[src/rtl/lut_sched.sv]
// Shared 4-input LUT evaluator: NREQ requesters, each with its own 16-bit
// truth table, arbitrated round-robin into a single registered response slot.
module lut_sched #(
  parameter int unsigned NREQ = 4,
  parameter int unsigned IDXW = 2
) (
  input  logic                 clk,
  input  logic                 rst,
  input  logic                 cfg_we,
  input  logic [IDXW-1:0]      cfg_idx,
  input  logic [15:0]          cfg_mask,
  input  logic [NREQ-1:0]      req_valid,
  input  logic [4*NREQ-1:0]    req_in,
  output logic [NREQ-1:0]      req_ready,
  output logic                 rsp_valid,
  output logic [IDXW-1:0]      rsp_id,
  output logic                 rsp_out,
  input  logic                 rsp_ready
);

  logic [15:0]     mask_q [NREQ];
  logic [15:0]     mask_d [NREQ];
  logic [IDXW-1:0] ptr_q, ptr_d;
  logic            rsp_valid_q, rsp_valid_d;
  logic [IDXW-1:0] rsp_id_q, rsp_id_d;
  logic            rsp_out_q, rsp_out_d;

  logic            accept;
  logic            grant_any;
  logic [IDXW-1:0] grant_idx;
  logic            take;
  logic [15:0]     sel_mask;
  logic [3:0]      sel_opnd;

  assign accept = !rsp_valid_q || rsp_ready;

  // First valid requester scanning upward from ptr, wrapping at NREQ.
  always_comb begin : p_grant
    int unsigned cand;
    grant_any = 1'b0;
    grant_idx = '0;
    cand      = 0;
    for (int unsigned k = 0; k < NREQ; k++) begin
      cand = 32'(ptr_q) + k;
      if (cand >= NREQ) cand = cand - NREQ;
      if (!grant_any && req_valid[IDXW'(cand)]) begin
        grant_any = 1'b1;
        grant_idx = IDXW'(cand);
      end
    end
  end

  assign take     = !rst && accept && grant_any;
  assign sel_mask = mask_q[grant_idx];
  assign sel_opnd = req_in[32'(grant_idx)*4 +: 4];

  always_comb begin
    req_ready = '0;
    if (take) req_ready[grant_idx] = 1'b1;
  end

  always_comb begin
    mask_d      = mask_q;
    ptr_d       = ptr_q;
    rsp_valid_d = rsp_valid_q;
    rsp_id_d    = rsp_id_q;
    rsp_out_d   = rsp_out_q;
    // Evaluation reads mask_q, so a same-cycle cfg write only affects later grants.
    if (take) begin
      rsp_valid_d = 1'b1;
      rsp_id_d    = grant_idx;
      rsp_out_d   = sel_mask[sel_opnd];
      ptr_d       = (grant_idx == IDXW'(NREQ - 1)) ? '0 : grant_idx + 1'b1;
    end else if (rsp_ready) begin
      rsp_valid_d = 1'b0;
    end
    if (cfg_we && (32'(cfg_idx) < NREQ)) mask_d[cfg_idx] = cfg_mask;
  end

  always_ff @(posedge clk) begin
    if (rst) begin
      mask_q      <= '{default: '0};
      ptr_q       <= '0;
      rsp_valid_q <= 1'b0;
      rsp_id_q    <= '0;
      rsp_out_q   <= 1'b0;
    end else begin
      mask_q      <= mask_d;
      ptr_q       <= ptr_d;
      rsp_valid_q <= rsp_valid_d;
      rsp_id_q    <= rsp_id_d;
      rsp_out_q   <= rsp_out_d;
    end
  end

  assign rsp_valid = rsp_valid_q;
  assign rsp_id    = rsp_id_q;
  assign rsp_out   = rsp_out_q;

endmodule

[config.mk]
export PLATFORM = sky130hd
export DESIGN_NAME = lut_sched
export DESIGN_NICKNAME = d
export VERILOG_FILES = /design/src/rtl/lut_sched.sv
export SDC_FILE = /design/constraint.sdc
export NUM_CORES = 1
export LEC_CHECK = 0
export CORE_MARGIN = 1
export CORE_UTILIZATION = 35
export CTS_CLUSTER_DIAMETER = 100
export DETAILED_ROUTE_END_ITERATION = 7
export HOLD_SLACK_MARGIN = 0.03
export PLACE_DENSITY = 0.6
export REMOVE_ABC_BUFFERS = 1
export SETUP_SLACK_MARGIN = 0.15
export SYNTH_ARGS = -nofsm -noshare
export SYNTH_HDL_FRONTEND = slang
export SYNTH_SLANG_ARGS = --single-unit
export TNS_END_PERCENT = 20
[constraint.sdc]
create_clock -name clk -period 4 [get_ports clk]
set_clock_uncertainty 0.2 [all_clocks]
set_input_delay 0.6 -clock clk [delete_from_list [all_inputs] [get_ports clk]]
set_output_delay 0.6 -clock clk [all_outputs]
set_load 0.01 [all_outputs]
==> results.py <==
metrics = {
    "setup_path": {
        "worstSetupEndpointType": "output port",
        "critical_path_arrival_ns": 2.79,
        "crit_required_ns": 3.20,
        "r2r_slack_ns": 1.06,
        "reg2reg_from": "ptr_q[1]",
        "worstSetupStartpointType": "input port",
        "worst-path-max-fanout": 17,
        "ff2ff_path_depth": 9,
        "critical_path_class": "in2out",
        "r2r-end": "rsp_out",
    },
    "die": {
        "die_x_um": 102,
        "rows": 36,
        "initial_core_util_pct": 36.0,
        "boundaryPins": 50,
        "core-area_um2": 9770,
        "design.die.area_um2": 10500,
        "die-height_um": 102,
    },
    "cells_and_area": {
        "layout_common_cells": "nand2_1, dfxtp_1, a21oi_1",
        "area.growth.synth_to_final_pct": 22.3,
        "nets": 546,
        "fin_util_pct": 44.1,
        "final_common_cell": "nand2_1",
        "drive_gt1_share_pct": 8.73,
        "diodes": 0,
    },
    "clock_network": {
        "cts_sinks": 70,
        "cts_setup_buffers": 0,
        "clk_path_buf_depth": 2,
        "clock_latency_ns": 0.35,
        "cts_buffers": 9,
        "post_cts_resized": 0,
        "postCtsHoldBufs": 0,
        "cts_tree": "done",
        "h-tree-depth": 3,
        "clk_pin_slew_ns": 0.07,
        "cts-root-buf": "clkbuf_8",
    },
    "timing": {
        "setup_violations": 0,
        "slew_headroom_pct": 43.8,
        "rsz0062_at_grt": "false",
        "fin_crit_sh_pct": 89.8,
        "fmax_mhz": 278,
        "finalSetupTns_ns": 0,
        "drv_slew": 0,
        "tightest_slew_ns": 0.841,
        "final.min_clock_period_ns": 3.59,
        "whs_ns": 0.254,
        "hold_viol": 0,
    },
    "pwr": {
        "p_seq_share_pct": 40.5,
        "p_leak_nw": 1.54,
        "p_clk_share_pct": 32.3,
        "p_per_area_nw_per_um2": 431,
        "p_sw_share_pct": 31.2,
        "p_int_mw": 1.28,
        "power_switching_mw": 0.580,
        "combPwrFrac_pct": 27.2,
        "peakVddDrop_mv": 0.158,
    },
    "grt": {
        "grt_pass1_vias": 3256,
        "grt-ovfl-total": 0,
        "grtUsageMet2_pct": 33.7,
        "busiest_layer": "met2",
        "global_route.usage.met1_pct": 26.8,
        "grt_max_degree": 72,
        "grt_pass1_wl_um": 16100,
        "grt_antenna_before_repair": 0,
        "grt_use_met3_pct": 3.76,
        "grtUsageTotal_pct": 20.2,
    },
    "place": {
        "dp.final_hpwl_um": 6670,
        "place_congestion": 0.846,
        "portBuffers": 49,
    },
    "run_status": {
        "status": "finished clean",
    },
    "synthesis": {
        "synth-main-ff-cell": "dfxtp_1",
        "synthDistinctLibCells": 57,
        "ys_ff_latch": 70,
        "synth-simple-area-share_pct": 29.3,
        "synth_area_per_cell_um2": 7.61,
        "synth_edf_count": 0,
        "yosys.area_share.adder_pct": 1.42,
        "yosysSeqAreaShare_pct": 39.8,
        "synth_top_family_by_area": "simple AND/OR/NAND/NOR gates",
        "yosysWarningCount": 0,
        "synthArstFlopShare_pct": 0,
        "synth_compound_area_share_pct": 20.7,
        "synth_xor_area_share_pct": 0,
        "syn_inst": 463,
        "syn-cell-area_um2": 3520,
        "synthMuxAreaShare_pct": 4.05,
    },
    "drt": {
        "drc": 0,
        "wl_um": 10100,
        "via_count": 3366,
        "routed_via_density": 5.28,
        "routedWlPerCell_um": 15.8,
        "final_antenna_net_count": 0,
        "firstDrtPassIters": 5,
        "drtIter0Drc": 152,
    },
    "hold_path": {
        "worstHoldPathType": "reg2reg",
        "hold_start": "mask_q[53]",
        "min_path_cells": 2,
        "hold_path_end": "mask_q[53]",
    },
    "job": {
        "max_cap_viol_count": 0,
    },
}
[synth_stat cells, types with 2 or more instances]
master,instances,area share (%)
nand2_1,158,17
dfxtp_1,70,40
a21oi_1,67,9.5
clkbuf_1,22,2.3
and3_1,18,3.2
nand3_1,17,2.4
mux2i_1,12,3.4
a211oi_1,11,2.3
buf_2,7,0.99
o21ai_0,6,0.85
and2_1,5,0.89
nand3b_1,5,1.1
a221oi_1,4,0.99
ha_1,4,1.4
a221o_1,3,0.85
nor2_1,3,0.32
nor2b_1,3,0.53
a311o_1,2,0.57
a31o_2,2,0.50
buf_6,2,0.64
nand2b_1,2,0.36
nand4_1,2,0.36
nor4_1,2,0.36
o211ai_1,2,0.43
o21ai_1,2,0.28
[how the worst max path moves through the flow]
stage | cells past startpoint | endpoint | start | slack [ns]
global placement | 8 | req_ready[3] | req_valid[2] | 0.47
CTS | 8 | req_ready[3] | req_valid[2] | 0.41
floorplan | 8 | rsp_out | req_valid[0] | 0.97
detailed placement | 10 | rsp_out | req_valid[2] | 0.40
global route | 8 | req_ready[3] | req_valid[2] | 0.25
finish | 8 | req_ready[3] | req_valid[2] | 0.41
[final cells by class]
type                    count  area, um^2
clock buffers              12         165
clock inverters             3        42.5
fillers                  1014        5470
inverters                   3        17.5
multi-input cells         358        1960
flip-flops and latches     70        1400
well taps                 133         166
repair buffers             58         553
[stage by stage]
step	cell area (um^2)	power, mW	setup WS [ns]	instances
after floorplan	3370	1.06	0.968	431
after global placement	4100	1.26	0.471	622
after detailed placement	4100	1.27	0.400	622
after CTS	4310	1.87	0.408	637
after global routing	4310	1.94	0.252	637
final	4310	1.86	0.406	637
[flip-flops by register name, summed over array words and instances (netlist names)]
| name | cells |
|---|---|
| rsp_id | 2 |
| rsp_valid | 1 |
| mask_q | 64 |
| ptr_q | 2 |
| rsp_out | 1 |
[logic make-up after synthesis]
kind of cell,count (synthesis)
and+or+nand+nor,227
AOI/OAI and AO/OA,114
DFF,70
buffers and inverters,35
muxes,13
adders and majority gates,4
[power by group through the flow]
stage,Combinational (mW),Sequential (mW),Clock [mW]
2_1_floorplan,0.293,0.766,0
3_3_place_gp,0.496,0.766,0
3_5_place_dp,0.501,0.767,0
4_1_cts,0.504,0.751,0.612
5_1_grt,0.548,0.756,0.638
6_report,0.506,0.751,0.600
[worst max-delay path: stages]
cell and delay [ns]:
clkdlybuf4s50_1 0.52, mux2i_1 0.19, o2bb2ai_1 0.12, or2_1 0.34, inv_6 0.19, ha_1 0.18, and2_1 0.13, clkdlybuf4s50_1 0.53
[per-layer routing]
| layer | share of wire, % | vias to the layer above | wire [um] |
|---|---|---|---|
| met4 | 1.1 | 0 | 110 |
| met3 | 5.0 | 10 | 504 |
| met1 | 48 | 1586 | 4890 |
| met5 | 0 | - | 0 |
| li1 | - | 1675 | - |
| met2 | 45 | 95 | 4580 |
Power figures use the tool's default switching activity.
